`config.mk`:
```
export PLATFORM = sky130hd
export DESIGN_NAME = dm_arbiter
export DESIGN_NICKNAME = d
export VERILOG_FILES = /design/src/rtl/dm_arb_pkg.sv /design/src/rtl/dm_lane.sv /design/src/rtl/dm_arbiter.sv
export SDC_FILE = /design/constraint.sdc
export NUM_CORES = 1
export LEC_CHECK = 0
export ABC_AREA = 0
export BUFFER_PORTS_ARGS = -buffer_cell sky130_fd_sc_hd__buf_2
export CAP_MARGIN = 20
export CORE_AREA = 2 2 101 103
export DETAILED_ROUTE_END_ITERATION = 16
export DIE_AREA = 0 0 103 105
export GPL_ROUTABILITY_DRIVEN = 1
export MAX_ROUTING_LAYER = met4
export PLACE_DENSITY = 0.74
export SKIP_LAST_GASP = 1
export SLEW_MARGIN = 20
export SYNTH_ARGS = -nofsm -noshare
export SYNTH_HDL_FRONTEND = slang
export SYNTH_SLANG_ARGS = --single-unit
```
`constraint.sdc`:
```
create_clock -name clk -period 2.3 [get_ports clk]
set_input_delay 0.46 -clock clk [delete_from_list [all_inputs] [get_ports clk]]
set_output_delay 0.46 -clock clk [all_outputs]
set_load 0.03 [all_outputs]
```
`src/rtl/dm_arb_pkg.sv`:
```
// Shared types and constants for the two-port data-memory arbiter.
// Holds the FSM state type, access-size codes, port indices and the alignment helper.
package dm_arb_pkg;

  typedef enum logic [1:0] {
    StIdle,
    StIssue,
    StResp
  } state_e;

  localparam logic [1:0] SzB       = 2'b00;
  localparam logic [1:0] SzH       = 2'b01;
  localparam logic [1:0] SzW       = 2'b10;
  localparam logic [1:0] SzIllegal = 2'b11;

  localparam logic Port0 = 1'b0;
  localparam logic Port1 = 1'b1;

  function automatic logic misaligned(input logic [1:0] size, input logic [1:0] lo);
    return ((size == SzH) && lo[0]) || ((size == SzW) && (lo != 2'b00));
  endfunction

endpackage

```
`src/rtl/dm_lane.sv`:
```
// Byte-lane steering between a right-aligned requester view and a 32-bit memory word.
// Produces byte enables, replicated store data and the extended load result.
module dm_lane
  import dm_arb_pkg::*;
(
  input  logic [1:0]  size,
  input  logic        sign,
  input  logic [1:0]  lo,
  input  logic [31:0] wdata,
  input  logic [31:0] mem_rdata,
  output logic [3:0]  be,
  output logic [31:0] wdata_rep,
  output logic [31:0] rdata_ext
);

  logic [7:0]  rd_byte;
  logic [15:0] rd_half;

  always_comb begin
    be        = 4'b0000;
    wdata_rep = 32'h0;
    rdata_ext = 32'h0;
    rd_byte   = mem_rdata[{lo, 3'b000} +: 8];
    rd_half   = lo[1] ? mem_rdata[31:16] : mem_rdata[15:0];
    case (size)
      SzB: begin
        be        = 4'b0001 << lo;
        wdata_rep = {4{wdata[7:0]}};
        rdata_ext = {{24{sign & rd_byte[7]}}, rd_byte};
      end
      SzH: begin
        be        = lo[1] ? 4'b1100 : 4'b0011;
        wdata_rep = {2{wdata[15:0]}};
        rdata_ext = {{16{sign & rd_half[15]}}, rd_half};
      end
      SzW: begin
        be        = 4'b1111;
        wdata_rep = wdata;
        rdata_ext = mem_rdata;
      end
      default: ;
    endcase
  end

endmodule

```
`src/rtl/dm_arbiter.sv`:
```
// Two-port arbiter sharing a synchronous-read word RAM; one transaction in flight,
// IDLE -> ISSUE -> RESP, with a one-cycle ack carrying error and extended load data.
module dm_arbiter
  import dm_arb_pkg::*;
#(
  parameter int unsigned ADDR_W     = 12,
  parameter bit          FIXED_PRIO = 1'b0
) (
  input  logic              clk,
  input  logic              reset,
  input  logic              p0_req,
  input  logic              p0_we,
  input  logic [1:0]        p0_size,
  input  logic              p0_sign,
  input  logic [31:0]       p0_addr,
  input  logic [31:0]       p0_wdata,
  output logic              p0_ack,
  output logic              p0_err,
  input  logic              p1_req,
  input  logic              p1_we,
  input  logic [1:0]        p1_size,
  input  logic              p1_sign,
  input  logic [31:0]       p1_addr,
  input  logic [31:0]       p1_wdata,
  output logic              p1_ack,
  output logic              p1_err,
  output logic [31:0]       rdata,
  output logic              mem_en,
  output logic              mem_we,
  output logic [ADDR_W-1:0] mem_addr,
  output logic [3:0]        mem_be,
  output logic [31:0]       mem_wdata,
  input  logic [31:0]       mem_rdata,
  output logic              busy
);

  state_e state_q, state_d;
  logic   last_grant_q;

  logic              sel_q, we_q, sign_q, err_q;
  logic [1:0]        size_q, lo_q;
  logic [ADDR_W-1:0] idx_q;
  logic [31:0]       wdata_q;

  logic        any_req, win, w_we, w_sign, err_d;
  logic [1:0]  w_size;
  logic [31:0] w_addr, w_wdata;

  logic [3:0]  lane_be;
  logic [31:0] lane_wdata, lane_rdata;
  logic        issue, resp;

  assign any_req = p0_req | p1_req;

  always_comb begin
    if (p0_req && p1_req) begin
      win = FIXED_PRIO ? Port0 : ~last_grant_q;
    end else begin
      win = p0_req ? Port0 : Port1;
    end
    w_we    = (win == Port1) ? p1_we    : p0_we;
    w_size  = (win == Port1) ? p1_size  : p0_size;
    w_sign  = (win == Port1) ? p1_sign  : p0_sign;
    w_addr  = (win == Port1) ? p1_addr  : p0_addr;
    w_wdata = (win == Port1) ? p1_wdata : p0_wdata;
    err_d   = (w_size == SzIllegal) || misaligned(w_size, w_addr[1:0]) ||
              (|(w_addr >> (ADDR_W + 2)));
  end

  always_ff @(posedge clk) begin
    if (!reset) begin
      state_q      <= StIdle;
      last_grant_q <= Port1;
    end else begin
      state_q <= state_d;
      if (state_q == StResp) last_grant_q <= sel_q;
    end
  end

  // Transaction fields are captured once in IDLE and held until the next IDLE.
  always_ff @(posedge clk) begin
    if (!reset) begin
      sel_q   <= Port0;
      we_q    <= 1'b0;
      sign_q  <= 1'b0;
      err_q   <= 1'b0;
      size_q  <= SzB;
      lo_q    <= 2'b00;
      idx_q   <= '0;
      wdata_q <= 32'h0;
    end else if (state_q == StIdle && any_req) begin
      sel_q   <= win;
      we_q    <= w_we;
      sign_q  <= w_sign;
      err_q   <= err_d;
      size_q  <= w_size;
      lo_q    <= w_addr[1:0];
      idx_q   <= w_addr[ADDR_W+1:2];
      wdata_q <= w_wdata;
    end
  end

  always_comb begin
    state_d = state_q;
    unique case (state_q)
      StIdle:  if (any_req) state_d = StIssue;
      StIssue: state_d = StResp;
      StResp:  state_d = StIdle;
      default: state_d = StIdle;
    endcase
  end

  dm_lane u_lane (
    .size      (size_q),
    .sign      (sign_q),
    .lo        (lo_q),
    .wdata     (wdata_q),
    .mem_rdata (mem_rdata),
    .be        (lane_be),
    .wdata_rep (lane_wdata),
    .rdata_ext (lane_rdata)
  );

  always_comb begin
    issue     = (state_q == StIssue) && !err_q;
    resp      = (state_q == StResp);
    busy      = (state_q != StIdle);
    mem_en    = issue;
    mem_we    = issue & we_q;
    mem_addr  = issue ? idx_q : '0;
    mem_be    = issue ? lane_be : 4'b0000;
    mem_wdata = issue ? lane_wdata : 32'h0;
    p0_ack    = resp && (sel_q == Port0);
    p1_ack    = resp && (sel_q == Port1);
    p0_err    = p0_ack & err_q;
    p1_err    = p1_ack & err_q;
    rdata     = (resp && !we_q && !err_q) ? lane_rdata : 32'h0;
  end

endmodule

```
==> results of run 1 <==
[critical path, delay by kind of cell, from the launching register on]
kind	cells	cell delay (ns)
mux	2	0.44
buf+inv	1	0.20
compound gates	1	0.23
flops	1	0.36
simple gates	1	0.58
[routing by layer]
layer,share of wire [%],GRT usage [%]
met5,0,-
met4,2.1,8.65
met3,6.7,3.95
met2,51,43.6
met1,40,31.2
[cell usage after synthesis, drive strengths merged (2+ instances only)]
library cell	instances	share of area (%)
nand2	72	6.9
a21oi	70	9.0
nor2	59	5.7
dfxtp	55	28
mux2i	54	14
o211a	50	13
clkbuf	25	2.4
buf	22	2.9
and2	18	2.9
nor2b	11	1.8
and3	9	1.4
a22oi	8	1.5
mux2	8	2.3
a222oi	7	1.8
nor4	6	0.96
o21ai	5	0.64
inv	4	0.39
o21a	3	0.58
or4	3	0.58
and3b	2	0.45
nand2b	2	0.32
nand3	2	0.26
[metrics by stage]
| step | cell area (um2) | utilization, % |
|---|---|---|
| after floorplan | 3900 | - |
| after CTS | 5580 | 57.9 |
| final | 5720 | 59.3 |
| after detailed placement | 5370 | 55.7 |
| after global routing | 5720 | 59.3 |
| after global placement | 5370 | 55.7 |
[registers in the layout, summed over array words and instances (netlist names)]
name          flops
state_q           2
sel_q             1
size_q            2
we_q              1
wdata_q          32
idx_q            12
lo_q              2
sign_q            1
err_q             1
last_grant_q      1
[final timing paths]
path,startpoint,end,depth (start not counted)
setup / recovery,lo_q[1]$_SDFFE_PN0P_,rdata[11],5
hold reg to reg,idx_q[8]$_SDFFE_PN0P_,idx_q[8]$_SDFFE_PN0P_,1
hold / removal,p0_wdata[15],wdata_q[15]$_SDFFE_PN0P_,4
setup reg to reg,last_grant_q$_SDFFE_PN1N_,wdata_q[14]$_SDFFE_PN0P_,5
[cell type report]
cell class                 instances  area share [%]
clock inverter                     1           0.131
clock buffer                       7            1.68
timing repair buffer             280            28.6
sequential                        55            19.4
multi-input combinational        399            46.9
tap                              133            2.91
antenna                            2          0.0875
inverter                           4           0.262
[logic make-up after synthesis]
logic type             share of synthesized area (%)
AOI/OAI and AO/OA                               27.4
buffers and inverters                           5.72
DFF                                             28.3
muxes                                           16.2
and+or+nand+nor                                 22.4
[power groups by stage]
stage                     logic [mW]  registers (mW)  clock network (mW)
after CTS                       1.11            1.15               0.613
after global placement          1.06            1.16                   0
after detailed placement        1.08            1.17                   0
final                           1.14            1.15               0.599
after global routing            1.25            1.17               0.652
after floorplan                0.721            1.13                   0
[what timing repair did]
action                                  CTS  global route
gates cloned                              0             1
resized for setup                        34            56
endpoints found under the setup margin   62            55
buffers inserted                          1             0
pin swaps                                 3             1
==> reports/metrics.cfg, run 1 <==
[outcome]
status = finished, violations left
violations = negative setup slack

[placement]
finalWeightedCongestion = 0.922
post-place-ws_ns = -0.128
placed_cells = 869
post-dp-hpwl_um = 10800
io_buffers = 258

[drt]
drc = 0
drt_iter0_markers = 285
first_pass_iters = 7
wirelength_um = 14400
antenna_left = 0
wl_per_cell_um = 16.3
via_count = 4786
via_per_inst = 5.43

[timing]
worstMarginPinSlew_ns = 0.616
worst_slack_ns = -0.277
tns_ns = -1.70
min_period_ns = 2.58
hold_violations = 0
setup_viol = 11
rsz0062_at_grt = true
timing.final.crit_share_pct = 112
drv_slew = 0
skew_ns = 0.00372
whs_ns = 0.485
fmax_mhz = 388
slew_headroom_pct = 59.0

[floorplan]
dieHeight_um = 105
dieWidth_um = 103
num_io_pins = 259
die_area_um2 = 10800
rows = 36
start_util_pct = 40.4
coreArea_um2 = 9640

[worst_setup_path]
arrival_ns = 2.12
cp_cell_sequence = mux2i_1, mux2_2, or4b_4, a21oi_1, buf_4
cp-start-kind = flip-flop
r2r_setup_slack_ns = 0.60
required_ns = 1.84
slowest_delay_ns = 0.58
cp-end-kind = output port
cp_slowest_cell = or4b_4
cp_max_fo = 8
worstSetupPathType = reg2out

[pwr]
pwr-share-comb_pct = 39.5
ir_drop_mv = 0.357
power_mw = 2.90
p_sw_share_pct = 36.7
power_density_nw_per_um2 = 507
intPower_mw = 1.84
clock_power_share_pct = 20.7
power_switching_mw = 1.06
pwr-share-seq_pct = 39.9
p_leak_nw = 3.27

[global_routing]
grt_first_pass_wirelength_um = 21900
antenna_found_initial = 1
grt_overflow = 0
grt_pass1_vias = 4512
grt_usage_pct = 25.9
grt_start_max_net_pins = 105

[cts]
ctsHtreeMaxLevel = 2
clock_latency_ns = 0.31
cts_buffers = 5
clkTransAtPathRegs_ns = 0.10
hold_buffers = 0
cts_buffer_depth = 2
cts.sinks = 55
root_buffer = clkbuf_8
cts_tree = done

[synth]
synth_cells = 505
ys_ff_latch = 55
synth-edff-count = 0
ys.flop_type = dfxtp_1
synthesis.nets = 677
synth.distinct_cells = 35
async_flop_share_pct = 0
synth_warnings = 0
netlist_area_um2 = 3890
syn_area_per_cell_um2 = 7.71
seq_area_frac_synth_pct = 28.3

[layout]
final_cell_mix = 228 x buf_2, 72 x nand2_1, 55 x a21oi_1
nFillCells = 918
multi_input_area_um2 = 2680
area.sequential_um2 = 1110
syn2layout_area_growth_pct = 47.0
drive_gt1_share_pct = 44.0
layout_commonest_cell = buf_2
nNetsFinal = 917
layout.cells.non_filler = 881

[job]
maxCapViolations = 0

[worst_hold_path]
hp-class = in2reg

No activity file was read; power rests on OpenSTA's default activity.
==> run 2: changes to the inputs <==
SKIP_CTS_REPAIR_TIMING = 1   (was unset)
==> run 2 against run 1 <==
  * The flow still finishes with violations (negative setup slack)
  * Sequential power hardly changed
  * Highest routed layer unchanged
  * Clock-buffer cell count stayed put
  * Non-clock buffer count stayed put
  * Design area is 0.81% higher
  * Register-to-register slack worse by 0.03 ns
  * Global-route usage is 0.53 points lower
  * First-iteration DRC count is 0.35% lower
  * Utilization is 0.48 points higher
  * Wire length is 0.99% higher
  * Clock skew is 0.0015 ns lower
  * Maximum frequency is 1.9% higher
  * Critical path type unchanged
  * Cell count is 0.11% higher
==> reports/metrics.cfg, run 2 (synthesis results as in run 1) <==
[global_routing]
antenna_found_initial = 2  ; +1
grt_overflow = 0  ; unchanged
grt_usage_pct = 25.4  ; -0.53 points
grt_pass1_vias = 4453  ; -1.3%
grt_start_max_net_pins = 105  ; unchanged
grt_first_pass_wirelength_um = 21400  ; -2.1%

[floorplan]
die_area_um2 = 10800  ; unchanged
dieHeight_um = 105  ; unchanged
rows = 36  ; unchanged
coreArea_um2 = 9640  ; unchanged
num_io_pins = 259  ; unchanged
dieWidth_um = 103  ; unchanged
start_util_pct = 40.4  ; unchanged

[drt]
via_count = 4791  ; +0.10%
drt_iter0_markers = 284  ; -0.35%
first_pass_iters = 5  ; -2
wirelength_um = 14500  ; +0.99%
antenna_left = 0  ; unchanged
via_per_inst = 5.43  ; about the same
drc = 0  ; unchanged
wl_per_cell_um = 16.5  ; +0.87%

[timing]
slew_headroom_pct = 59.3  ; +0.31 points
worstMarginPinSlew_ns = 0.611  ; -0.00463 ns
fmax_mhz = 395  ; +1.9%
hold_violations = 0  ; unchanged
drv_slew = 0  ; unchanged
min_period_ns = 2.53  ; -0.0472 ns
skew_ns = 0.00226  ; -0.00145 ns
worst_slack_ns = -0.230  ; +0.0472 ns
rsz0062_at_grt = true
setup_viol = 20  ; +9
timing.final.crit_share_pct = 110  ; -2.1 points

[pwr]
p_leak_nw = 3.28  ; +0.44%
ir_drop_mv = 0.354  ; -0.84%
p_sw_share_pct = 36.7  ; +0.083 points
clock_power_share_pct = 20.5  ; -0.2 points
power_mw = 2.91  ; +0.26%
pwr-share-seq_pct = 39.7  ; -0.2 points
power_density_nw_per_um2 = 504  ; -0.55%
intPower_mw = 1.84  ; +0.13%
pwr-share-comb_pct = 39.7  ; +0.2 points
power_switching_mw = 1.07  ; +0.48%

[cts]
ctsHtreeMaxLevel = 2  ; unchanged
clkTransAtPathRegs_ns = 0.10  ; about the same
cts.sinks = 55  ; unchanged
cts_buffers = 5  ; unchanged
root_buffer = clkbuf_8
cts_buffer_depth = 2  ; unchanged
clock_latency_ns = 0.31  ; about the same
cts_tree = done

[worst_hold_path]
hp-class = in2reg

[worst_setup_path]
cp-start-kind = flip-flop
cp_max_fo = 8  ; unchanged
worstSetupPathType = reg2out
required_ns = 1.84  ; about the same
cp-end-kind = output port
arrival_ns = 2.07  ; -0.05 ns

[layout]
nNetsFinal = 917  ; unchanged
layout_commonest_cell = buf_2
largest-register = wdata_q
nFillCells = 902  ; -1.7%
layout.cells.non_filler = 882  ; +0.11%
reg_top3 = wdata_q x32, idx_q x12
final_cell_mix = 236 x buf_2, 72 x nand2_1, 54 x mux2i_1, 54 x nor2_1, 52 x a21oi_1
largest_reg_flops = 32  ; unchanged
drive_gt1_share_pct = 44.4  ; +0.40 points
syn2layout_area_growth_pct = 48.2

[outcome]
status = finished, violations left
violations = negative setup slack

[placement]
post-place-ws_ns = -0.128  ; unchanged
post-dp-hpwl_um = 10800  ; unchanged
io_buffers = 258  ; unchanged
finalWeightedCongestion = 0.922  ; unchanged
placed_cells = 869  ; unchanged

[job]
maxCapViolations = 0  ; unchanged

## run 2: cell count changes in the layout (fill, tap and decap cells not counted), moves of 2 or more
| cell | change |
|---|---|
| buf_4 | -13 |
| a21oi_2 | +3 |
| a21oi_1 | -3 |
| buf_2 | +8 |
| buf_6 | +2 |
## run 2: power by group through the flow
stage / combinational (mW) / clock [mW] / sequential (mW)
detailed placement: 1.08 / 0 / 1.17
global route: 1.26 / 0.652 / 1.17
CTS: 1.09 / 0.613 / 1.15
finish: 1.15 / 0.597 / 1.15
floorplan: 0.721 / 0 / 1.13
global placement: 1.06 / 0 / 1.16
## run 2: metrics by stage
| stage | hold slack [ns] | utilization (%) | TNS (ns) | instance area (um2) |
|---|---|---|---|---|
| 2_1_floorplan | 0.433 | - | -0.890 | 3900 |
| 3_3_place_gp | 0.472 | 55.7 | -0.0878 | 5370 |
| 3_5_place_dp | 0.480 | 55.7 | -0.442 | 5370 |
| 4_1_cts | 0.478 | 56.8 | -7.22 | 5480 |
| 5_1_grt | 0.489 | 59.8 | -4.30 | 5760 |
| 6_report | 0.486 | 59.8 | -2.09 | 5770 |
## run 2: layer usage
layer | global-route usage (%) | up-vias | part of all wire (%)
li1 | - | 2294 | -
met1 | 30.4 | 2234 | 40
met2 | 42.4 | 229 | 51
met3 | 4.08 | 34 | 6.4
met4 | 9.21 | 0 | 3.1
met5 | - | - | 0
## run 2: final timing paths
path	startpoint	to	slack (ns)	cells after the start
worst max-delay path	lo_q[1]$_SDFFE_PN0P_	rdata[12]	-0.23	5
worst min register to register	idx_q[8]$_SDFFE_PN0P_	idx_q[8]$_SDFFE_PN0P_	0.50	1
worst max register to register	last_grant_q$_SDFFE_PN1N_	wdata_q[14]$_SDFFE_PN0P_	0.57	5
worst min-delay path	p0_wdata[15]	wdata_q[15]$_SDFFE_PN0P_	0.49	4
## run 2: critical path, stage by stage (launching register included)
cell	delay (ns)
dfxtp_2	0.36
mux2i_1	0.15
mux2_2	0.29
or4b_4	0.61
a21oi_2	0.20
buf_6	0.15
## run 2: final cells by class
cell class | count | area [um2] | area share (%)
clock inverter | 1 | 7.51 | 0.130
sequential | 55 | 1110 | 19.3
inverter | 4 | 17.5 | 0.304
multi-input combinational | 399 | 2710 | 46.9
antenna | 3 | 7.51 | 0.130
tap | 133 | 166 | 2.89
clock buffer | 7 | 96.3 | 1.67
timing repair buffer | 280 | 1660 | 28.7
==> run 3: changes to the inputs <==
CORE_AREA = unset   (was 2 2 101 103)
CORE_UTILIZATION = 36   (was unset)
DIE_AREA = unset   (was 0 0 103 105)
PLACE_DENSITY = 0.68   (was 0.74)
==> run 3 against run 2 <==
  * The run still ends with negative setup slack left
  * Power grew 2.9%
  * Non-clock buffer count grew 5
  * Die area increased by 3.9%
  * Global-route usage down 0.76 points
  * First-iteration DRC count is 19% higher
==> reports/metrics.cfg, run 3 (synthesis results as in run 1) <==
[outcome]
status = finished, violations left
violations = negative setup slack

[layout]
syn2layout_area_growth_pct = 46.9
nNetsFinal = 922  ; +0.55%
layout_commonest_cell = buf_2
reg_top3 = wdata_q x32, idx_q x12
drive_gt1_share_pct = 43.8  ; -0.56 points
insertedDiodeCount = 0  ; -3
final_cell_mix = 246 x buf_2, 71 x nand2_1, 63 x a21oi_1
largest_reg_flops = 32  ; unchanged
largest-register = wdata_q
fin_area_um2 = 5720  ; -0.85%
nFillCells = 1024  ; +14%

[worst_setup_path]
required_ns = 1.84  ; about the same
cp-end-kind = output port
r2r_cells = 5  ; unchanged
cp_max_fo = 8  ; unchanged
regToRegEndpoint = lo_q[1]$_SDFFE_PN0P_
cp-start-kind = flip-flop
r2r-start = last_grant_q$_SDFFE_PN1N_
cp_cell_sequence = mux2i_2, mux2_4, or4b_4, a21oi_1, buf_4
slowest_delay_ns = 0.57  ; -0.04 ns
arrival_ns = 2.14  ; +0.07 ns
cp_slowest_cell = or4b_4
worstSetupPathType = reg2out
r2r_setup_slack_ns = 0.50  ; -0.07 ns

[drt]
first_pass_iters = 8  ; +3
drt_iter0_markers = 338  ; +19%
wirelength_met1_um = 6380  ; +11%
dr_wl_met3_um = 753  ; -19%
via_count = 4721  ; -1.5%
routed.top_layer = met4
antenna_left = 0  ; unchanged
wirelength_um = 14300  ; -1.8%
drc = 0  ; unchanged
via_per_inst = 5.32  ; -2.0%
dr_wl_met2_um = 6940  ; -5.8%
wl_per_cell_um = 16.1  ; -2.3%

[placement]
finalWeightedCongestion = 0.905  ; -1.8%
io_buffers = 258  ; unchanged
post-dp-hpwl_um = 10900  ; +1.1%
post_dp_cell_area_um2 = 5400  ; +0.44%
post-place-ws_ns = -0.0741  ; +0.0537 ns

[pwr]
ir_drop_mv = 0.313  ; -12%
p_leak_nw = 3.32  ; +1.0%
power_density_nw_per_um2 = 523  ; +3.8%

[cts]
cts.sinks = 55  ; unchanged
cts_tree = done
cts_buffer_depth = 2  ; unchanged
clock_latency_ns = 0.30  ; about the same
clkTransAtPathRegs_ns = 0.10  ; about the same
ctsHtreeMaxLevel = 2  ; unchanged
cts_buffers = 5  ; unchanged
root_buffer = clkbuf_8

[global_routing]
grt_first_pass_wirelength_um = 21800  ; +2.0%
grt_pass1_vias = 4476  ; +0.52%
grt_overflow = 0  ; unchanged
antenna_found_initial = 0  ; -2
grt_usage_pct = 24.6  ; -0.76 points
grt_start_max_net_pins = 105  ; unchanged

[timing]
setup_viol = 8  ; -60%
min_period_ns = 2.60  ; +0.0674 ns
skew_ns = 0.00438  ; +0.00211 ns
slew_headroom_pct = 56.3  ; -2.9 points
worstMarginPinSlew_ns = 0.652  ; +0.0414 ns
hold_violations = 0  ; unchanged
fmax_mhz = 385  ; -2.6%
worst_slack_ns = -0.297  ; -0.0674 ns
rsz0062_at_grt = true
drv_slew = 0  ; unchanged
timing.final.crit_share_pct = 113  ; +2.9 points

[job]
maxCapViolations = 0  ; unchanged

[worst_hold_path]
whs_path_depth = 3  ; -1
worstHoldStart = p1_addr[15]
min_to = err_q$_SDFFE_PN0P_
hp-class = in2reg

[floorplan]
rows = 37  ; +2.8%
dieHeight_um = 106  ; +0.93%
num_io_pins = 259  ; unchanged
start_util_pct = 37.4  ; -3.0 points
dieWidth_um = 106  ; +2.9%
die_area_um2 = 11200  ; +3.9%
coreArea_um2 = 10400  ; +8.1%

run 3: through the flow:
step / total power, mW / hold slack [ns] / util (%) / instances / setup TNS (ns)
6_report: 2.99 / 0.484 / 54.9 / 887 / -1.67
5_1_grt: 3.17 / 0.506 / 54.9 / 887 / -2.80
2_1_floorplan: 1.85 / 0.433 / - / 505 / -0.890
4_1_cts: 2.93 / 0.490 / 52.9 / 883 / -4.51
3_5_place_dp: 2.27 / 0.480 / 51.8 / 875 / -0.508
3_3_place_gp: 2.24 / 0.473 / 51.8 / 875 / -0.125
run 3: area by class of cell:
type / count / area [um2] / share of cell area [%]
clock buffer: 6 / 82.6 / 1.44
sequential: 55 / 1120 / 19.5
multi-input combinational: 399 / 2650 / 46.4
tap: 136 / 170 / 2.98
clock inverter: 2 / 35.0 / 0.613
inverter: 4 / 17.5 / 0.306
timing repair buffer: 285 / 1640 / 28.7
run 3: power by group:
part | switching [mW] | internal, mW | total (mW) | leakage, nW
Combinational | 0.646 | 0.509 | 1.16 | 2.79
Sequential | 0.0949 | 1.06 | 1.16 | 0.460
Clock | 0.321 | 0.353 | 0.674 | 0.0612
run 3: worst max-delay path: cells and delay by family, from the launching register on:
family	cells	cell delay [ns]
flip-flops	1	0.37
buffers and inverters	1	0.21
multiplexers	2	0.45
AO/OA/AOI/OAI	1	0.22
AND/OR/NAND/NOR	1	0.57
run 3: worst max-delay path by stage:
stage	cells past startpoint	slack, ns	end	from
finish	5	-0.30	rdata[14]	lo_q[1]$_SDFFE_PN0P_
CTS	5	-0.30	rdata[10]	lo_q[1]$_SDFFE_PN0P_
floorplan	6	-0.11	rdata[10]	lo_q[1]$_SDFFE_PN0P_
detailed placement	6	-0.07	rdata[10]	mem_rdata[31]
global placement	6	-0.02	rdata[8]	mem_rdata[31]
global route	5	-0.31	rdata[14]	lo_q[1]$_SDFFE_PN0P_
run 3: layer usage:
metal / track usage [%] / vias up
met5: - / -
met4: 4.56 / 0
met3: 3.07 / 22
met2: 41.8 / 205
met1: 31.6 / 2188
li1: - / 2306
